File: config.mk
export PLATFORM = sky130hd
export DESIGN_NAME = gelato_icache_miss_controller
export DESIGN_NICKNAME = d
export VERILOG_FILES = /design/src/rtl/gelato_pkg.sv /design/src/rtl/gelato_icache_miss_fifo.sv /design/src/rtl/gelato_icache_miss_controller.sv
export SDC_FILE = /design/constraint.sdc
export NUM_CORES = 1
export LEC_CHECK = 0
export CORE_MARGIN = 3
export CORE_UTILIZATION = 55
export DETAILED_ROUTE_END_ITERATION = 8
export GPL_TIMING_DRIVEN = 0
export PLACE_DENSITY = 0.85
export SLEW_MARGIN = 20
export SYNTH_ARGS = -nofsm -noshare
export SYNTH_HDL_FRONTEND = slang
export SYNTH_SLANG_ARGS = --single-unit
File: constraint.sdc
create_clock -name clk -period 4.8 [get_ports clk]
set_input_delay 0.48 -clock clk [delete_from_list [all_inputs] [get_ports clk]]
set_output_delay 0.48 -clock clk [all_outputs]
set_load 0.01 [all_outputs]
File: src/rtl/gelato_pkg.sv
// rtl/gelato_pkg.sv - shared types and helpers for the Gelato icache miss controller
`timescale 1ns/1ps
package gelato_pkg;
  // Entry fields are sized for the widest supported configuration; the controller
  // zero-extends on write and truncates on read.
  localparam int MAX_LINE_W = 32;
  localparam int MAX_WARPS  = 32;

  typedef enum logic [1:0] {
    ST_IDLE,
    ST_REQ,
    ST_WAIT,
    ST_DONE
  } refill_state_e;

  typedef struct packed {
    logic                  valid;
    logic [MAX_LINE_W-1:0] line;
    logic [MAX_WARPS-1:0]  mask;
  } miss_entry_t;

  function automatic int line_offset(input int words_per_line);
    return $clog2(words_per_line * 4);
  endfunction
endpackage

File: src/rtl/gelato_icache_miss_fifo.sv
// rtl/gelato_icache_miss_fifo.sv - allocation-order queue of miss entry indices
`timescale 1ns/1ps
module gelato_icache_miss_fifo #(
  parameter int  DEPTH = 4,
  localparam int IDX_W = $clog2(DEPTH)
) (
  input  logic             clk,
  input  logic             rst_n,
  input  logic             push,
  input  logic [IDX_W-1:0] push_idx,
  input  logic             pop,
  output logic             empty,
  output logic [IDX_W-1:0] head,
  output logic [IDX_W:0]   count
);
  logic [IDX_W-1:0] slots [DEPTH];
  logic [IDX_W-1:0] rd_ptr;
  logic [IDX_W-1:0] wr_ptr;

  // Occupancy never exceeds DEPTH: every queued index owns a distinct entry.
  always_ff @(posedge clk or negedge rst_n) begin
    if (!rst_n) begin
      for (int i = 0; i < DEPTH; i++) slots[i] <= '0;
      rd_ptr <= '0;
      wr_ptr <= '0;
      count  <= '0;
    end else begin
      if (push) begin
        slots[wr_ptr] <= push_idx;
        wr_ptr        <= wr_ptr + IDX_W'(1);
      end
      if (pop) rd_ptr <= rd_ptr + IDX_W'(1);
      if (push && !pop)      count <= count + (IDX_W+1)'(1);
      else if (pop && !push) count <= count - (IDX_W+1)'(1);
    end
  end

  assign empty = (count == '0);
  assign head  = slots[rd_ptr];
endmodule

File: src/rtl/gelato_icache_miss_controller.sv
// rtl/gelato_icache_miss_controller.sv - L1 icache miss merge table and line refill sequencer
`timescale 1ns/1ps
module gelato_icache_miss_controller
  import gelato_pkg::*;
#(
  parameter int  ADDR_WIDTH     = 32,
  parameter int  NUM_WARPS      = 8,
  parameter int  NUM_ENTRIES    = 4,
  parameter int  WORDS_PER_LINE = 4,
  localparam int LOFF   = line_offset(WORDS_PER_LINE),
  localparam int LINE_W = ADDR_WIDTH - LOFF,
  localparam int WID_W  = $clog2(NUM_WARPS),
  localparam int IDX_W  = $clog2(NUM_ENTRIES),
  localparam int BEAT_W = $clog2(WORDS_PER_LINE)
) (
  input  logic                  clk,
  input  logic                  rst_n,
  input  logic                  rdy,
  input  logic                  miss_valid,
  output logic                  miss_ready,
  input  logic [LINE_W-1:0]     miss_line_addr,
  input  logic [WID_W-1:0]      miss_warp_id,
  output logic                  ram_req_valid,
  input  logic                  ram_req_ready,
  output logic [ADDR_WIDTH-1:0] ram_req_addr,
  input  logic                  ram_rsp_valid,
  input  logic [31:0]           ram_rsp_data,
  output logic                  fill_valid,
  output logic [LINE_W-1:0]     fill_line_addr,
  output logic [BEAT_W-1:0]     fill_word_idx,
  output logic [31:0]           fill_data,
  output logic                  fill_last,
  output logic                  wake_valid,
  output logic [NUM_WARPS-1:0]  wake_mask
);
  localparam logic [BEAT_W-1:0] LAST_BEAT = BEAT_W'(WORDS_PER_LINE - 1);

  miss_entry_t            entries [NUM_ENTRIES];
  refill_state_e          state;
  logic [BEAT_W-1:0]      beat;
  logic [IDX_W-1:0]       head_idx;
  logic [IDX_W:0]         fifo_count;
  logic                   fifo_empty;
  logic                   push;
  logic                   pop;
  logic [IDX_W-1:0]       alloc_idx;
  logic                   have_free;
  logic                   hit_done;
  logic [NUM_ENTRIES-1:0] hit_vec;
  logic [MAX_LINE_W-1:0]  req_line;
  logic [MAX_WARPS-1:0]   req_bit;
  logic [MAX_WARPS-1:0]   bypass_bit;

  assign req_line = MAX_LINE_W'(miss_line_addr);
  assign req_bit  = MAX_WARPS'(1) << miss_warp_id;

  // The entry being retired in DONE is still valid this cycle, so it is neither
  // free nor mergeable; a late miss to it rides along on the wake instead.
  always_comb begin
    hit_done  = 1'b0;
    hit_vec   = '0;
    have_free = 1'b0;
    alloc_idx = '0;
    for (int i = NUM_ENTRIES - 1; i >= 0; i--) begin
      if (!entries[i].valid) begin
        have_free = 1'b1;
        alloc_idx = IDX_W'(i);
      end else if (entries[i].line == req_line) begin
        if (state == ST_DONE && IDX_W'(i) == head_idx) hit_done = 1'b1;
        else hit_vec[i] = 1'b1;
      end
    end
  end

  assign miss_ready = rst_n && rdy && miss_valid && (hit_done || (|hit_vec) || have_free);
  assign push       = miss_ready && !hit_done && !(|hit_vec);
  assign pop        = rdy && (state == ST_DONE);
  assign bypass_bit = (miss_ready && hit_done) ? req_bit : '0;

  gelato_icache_miss_fifo #(
    .DEPTH(NUM_ENTRIES)
  ) u_fifo (
    .clk     (clk),
    .rst_n   (rst_n),
    .push    (push),
    .push_idx(alloc_idx),
    .pop     (pop),
    .empty   (fifo_empty),
    .head    (head_idx),
    .count   (fifo_count)
  );

  always_ff @(posedge clk or negedge rst_n) begin
    if (!rst_n) begin
      for (int i = 0; i < NUM_ENTRIES; i++) entries[i] <= '0;
    end else if (rdy) begin
      for (int i = 0; i < NUM_ENTRIES; i++) begin
        if (push && alloc_idx == IDX_W'(i)) begin
          entries[i] <= '{valid: 1'b1, line: req_line, mask: req_bit};
        end else if (miss_ready && hit_vec[i]) begin
          entries[i].mask <= entries[i].mask | req_bit;
        end
        if (pop && head_idx == IDX_W'(i)) entries[i].valid <= 1'b0;
      end
    end
  end

  always_ff @(posedge clk or negedge rst_n) begin
    if (!rst_n) begin
      state <= ST_IDLE;
      beat  <= '0;
    end else if (rdy) begin
      case (state)
        ST_IDLE: begin
          if (!fifo_empty) begin
            state <= ST_REQ;
            beat  <= '0;
          end
        end
        ST_REQ: begin
          if (ram_req_ready) state <= ST_WAIT;
        end
        ST_WAIT: begin
          if (ram_rsp_valid) begin
            if (beat == LAST_BEAT) begin
              state <= ST_DONE;
            end else begin
              beat  <= beat + BEAT_W'(1);
              state <= ST_REQ;
            end
          end
        end
        ST_DONE: begin
          beat  <= '0;
          state <= (fifo_count > (IDX_W+1)'(1)) ? ST_REQ : ST_IDLE;
        end
        default: state <= ST_IDLE;
      endcase
    end
  end

  assign ram_req_valid  = rdy && (state == ST_REQ);
  assign ram_req_addr   = (state == ST_REQ) ?
                          ADDR_WIDTH'({entries[head_idx].line, beat, 2'b00}) : '0;
  assign fill_valid     = rdy && (state == ST_WAIT) && ram_rsp_valid;
  assign fill_line_addr = fill_valid ? LINE_W'(entries[head_idx].line) : '0;
  assign fill_word_idx  = fill_valid ? beat : '0;
  assign fill_data      = fill_valid ? ram_rsp_data : '0;
  assign fill_last      = fill_valid && (beat == LAST_BEAT);
  assign wake_valid     = rdy && (state == ST_DONE);
  assign wake_mask      = wake_valid ? NUM_WARPS'(entries[head_idx].mask | bypass_bit) : '0;
endmodule

==> metrics.md <==
| Metric | Value |
|---|---|
| Setup CP Type | reg2out |
| Ports | 176 |
| Initial Util | 57.0% |
| Clk slew on worst S/H paths | 60 ps |
| P_leak | 0.00524 uW |
| Average cell area after synthesis | 12.3 sq um |
| Largest net degree at the start of global routing | 89 |
| Net Sw Frac | 36.7% |
| CP arrival | 3440 ps |
| Ant diodes | 0 |
| Sequential share of power | 33.1% |
| Die X | 141 microns |
| Non-filler cells, final | 1214 |
| Slew headroom | 38.5% |
| Final hold viol count | 0 |
| R2r worst-path depth | 9 |
| Port Buffers | 144 |
| Worst clock skew | 11.3 ps |
| Register Area | 4180 sq um |
| Yosys warnings | 0 |
| Area of the multi-input gates | 5290 sq um |
| Die area | 19800 sq um |
| DR pass1 iterations | 5 |
| CP startpoint | entries[248] |
| Final nets | 1054 |
| R2r setup slk | 1860 ps |
| Ys flop type | dfrtp_1 |
| Yosys cell types | 45 |
| Hold_buf cts | 0 |
| Deepest clock path buffer count | 2 |
| Post-synth EDFFs | 0 |
| Post-synth top area cell | dfrtp_1 |
| H-tree levels | 4 |
| Cells after DPL | 1182 |
| Gp weighted congestion | 0.925 |
| Core footprint | 17500 sq um |
| HP Class | in2async |
| Pwr/cell area | 656 nW/um^2 |
| Final min period | 3920 ps |
| RSZ-0062 raised after global routing | no |
| Biggest cell delay along the critical path | 570 ps |
| Max-slew violations | 0 |
| DRT iter0 DRCs | 672 |
| HPWL after detailed placement | 19.9 mm |
| Total gr overflow | 0 |
| Vias in the first global route | 7212 |
| Layout cells sized above 1 | 25.7% |
| Switching power | 2970 uW |
| # rows | 48 |
| Clk pwr share | 17.0% |
| Area delta synth->final | 23.6% |
| Mapped Cells | 811 |
| Max Fclk | 255 MHz |
| Share of the yosys chip area belonging to registers | 41.8% |
| Crit end category | output pin |
| Worst EP required | 4320 ps |
| Run status | complete, no violations |
| FILL cells | 1267 |
| Post-synth ARST share | 100% |
| CTS tree | yes |
| Setup repair bufs after CTS | 0 |
| Number of vias per cell | 5.98 |
| Via count | 7259 |
| Startpoint types | flip-flop |
| Root buf cell | clkbuf_16 |
| Final ANT Viol Nets | 0 |
| Commonest cells post-synth | dfrtp_1, and2_1, xnor2_1 |
| Synth Register Bits | 167 |
| Num CTS Buffers | 17 |
| Cell area after synthesis | 9990 sq um |
| Drc violations | 0 |
| First-pass GRT wire length | 42.4 mm |
| Slowest CP cell | clkdlybuf4s50_1 |
| Peak supply drop | 0.000403 V |
| Share of the synthesized area in the top cell type | 41.8% |
| Wire per inst | 22.5 microns |
| Fin crit share | 81.8% |
| Post-cts sizing count | 0 |
| Max FO, Critical Path | 8 |
| Count leader, synth | dfrtp_1 |
| Max Cap Violations | 0 |
| Hold slack | 29.5 ps |
| Reg-to-reg endpoint | entries[111] |
| Critical Path Sink | wake_mask[4] |
| Reg-to-reg startpoint | entries[248] |
| P_int | 5120 uW |
| Final setup vio count | 0 |
| Combinational share of power | 49.9% |
| Worst-margin pin slew | 923 ps |
| Initial antenna violation count | 0 |
| Final wirelength | 27.4 mm |
| Die Height | 141 microns |
| Synth area leaders | dfrtp_1, mux2_2, mux4_2 |
| Clock latency on the worst-skew pair | 430 ps |
| Tot Pwr | 8100 uW |
| Clock sinks | 167 |
| Global-route usage over all layers | 28.0% |
| Cell Chain, Critical Path | xnor2_1 -> nand4_1 -> nor4_1 -> nand4_1 -> o21ai_0 -> a21oi_1 -> o21ai_0 -> clkdlybuf4s50_1 |
layer usage:
metal,vias up,GRT usage [%],wire (microns)
li1,3185,-,-
met5,-,0,0
met2,346,43.9,13000
met4,0,7.19,499
met1,3694,39.8,11800
met3,34,6.38,2170
cell usage in the layout (no fill, tap or decap), types with 2 or more instances in the layout:
master,n
a21oi_1,5
a22o_1,35
and2_1,96
and3_1,3
buf_12,2
buf_2,12
buf_4,30
buf_6,11
bufinv_16,2
clkbuf_1,14
clkbuf_16,17
clkbuf_8,3
clkdlybuf4s50_1,143
clkinv_4,3
clkinvlp_4,4
conb_1,2
dfrtp_1,167
ha_1,9
inv_1,8
mux2_1,3
mux2_2,79
mux2_4,41
mux4_2,38
nand2_1,34
nand2b_1,2
nand3_1,7
nand4_1,24
nor2_1,18
nor2b_1,4
nor3_1,2
nor3b_1,3
nor4_1,12
nor4_2,2
o21ai_0,13
o31ai_2,3
or3_1,4
xnor2_1,83
xor2_1,35
flip-flops by register name, summed over array words and instances, names as in the netlist:
name / cells
state: 2
u_fifo.count: 3
u_fifo.rd_ptr: 2
u_fifo.slots: 8
entries: 148
beat: 2
u_fifo.wr_ptr: 2
worst max-delay path: cells and delay by family, from the launching register on:
| family | cells | cell delay, ps |
|---|---|---|
| buf+inv | 1 | 570 |
| xor+xnor | 1 | 420 |
| compound gates | 3 | 790 |
| flops | 1 | 400 |
| simple gates | 3 | 840 |
cell type report:
type,count,area share [%]
clock inverters,10,0.983
clock buffers,22,3.84
repair buffers,145,11.9
inverters,8,0.243
well taps,225,2.28
plain buffers,67,4.00
multi-input cells,570,42.9
flip-flops and latches,167,33.9
worst min-delay path by stage:
stage | startpoint | cells after the start | to
floorplan | rst_n | 0 | beat[0]
global placement | entries[0] | 1 | entries[0]
detailed placement | entries[72] | 1 | entries[72]
CTS | rst_n | 1 | beat[1]
global route | rst_n | 1 | beat[1]
finish | rst_n | 1 | beat[1]
power groups by stage:
stage | Sequential (uW) | Combinational, uW | Clock, uW
after floorplan | 2490 | 2690 | 0
after global placement | 2620 | 3920 | 0
after detailed placement | 2660 | 4010 | 0
after CTS | 2660 | 4040 | 1390
after global routing | 2760 | 4310 | 1450
final | 2680 | 4040 | 1380
metrics by stage:
| step | TNS [ps] | cell area [sq um] | setup WS [ps] | util (%) |
|---|---|---|---|---|
| 2_1_floorplan | 0 | 9990 | 2200 | - |
| 3_3_place_gp | -1440650 | 11700 | -5350 | 66.8 |
| 3_5_place_dp | 0 | 11700 | 1190 | 67.0 |
| 4_1_cts | 0 | 12300 | 1010 | 70.4 |
| 5_1_grt | 0 | 12300 | 725 | 70.4 |
| 6_report | 0 | 12300 | 876 | 70.4 |
cells by family after synthesis:
family                   share of synthesized area, %
adder cells (fa/ha/maj)                          1.13
XOR/XNOR                                         10.3
buffers and inverters                            5.25
multiplexers                                     24.1
AND/OR/NAND/NOR                                  12.3
AO/OA/AOI/OAI                                    4.99
flip-flops                                       41.8
other                                          0.0375
No activity file was read; power rests on OpenSTA's default activity.
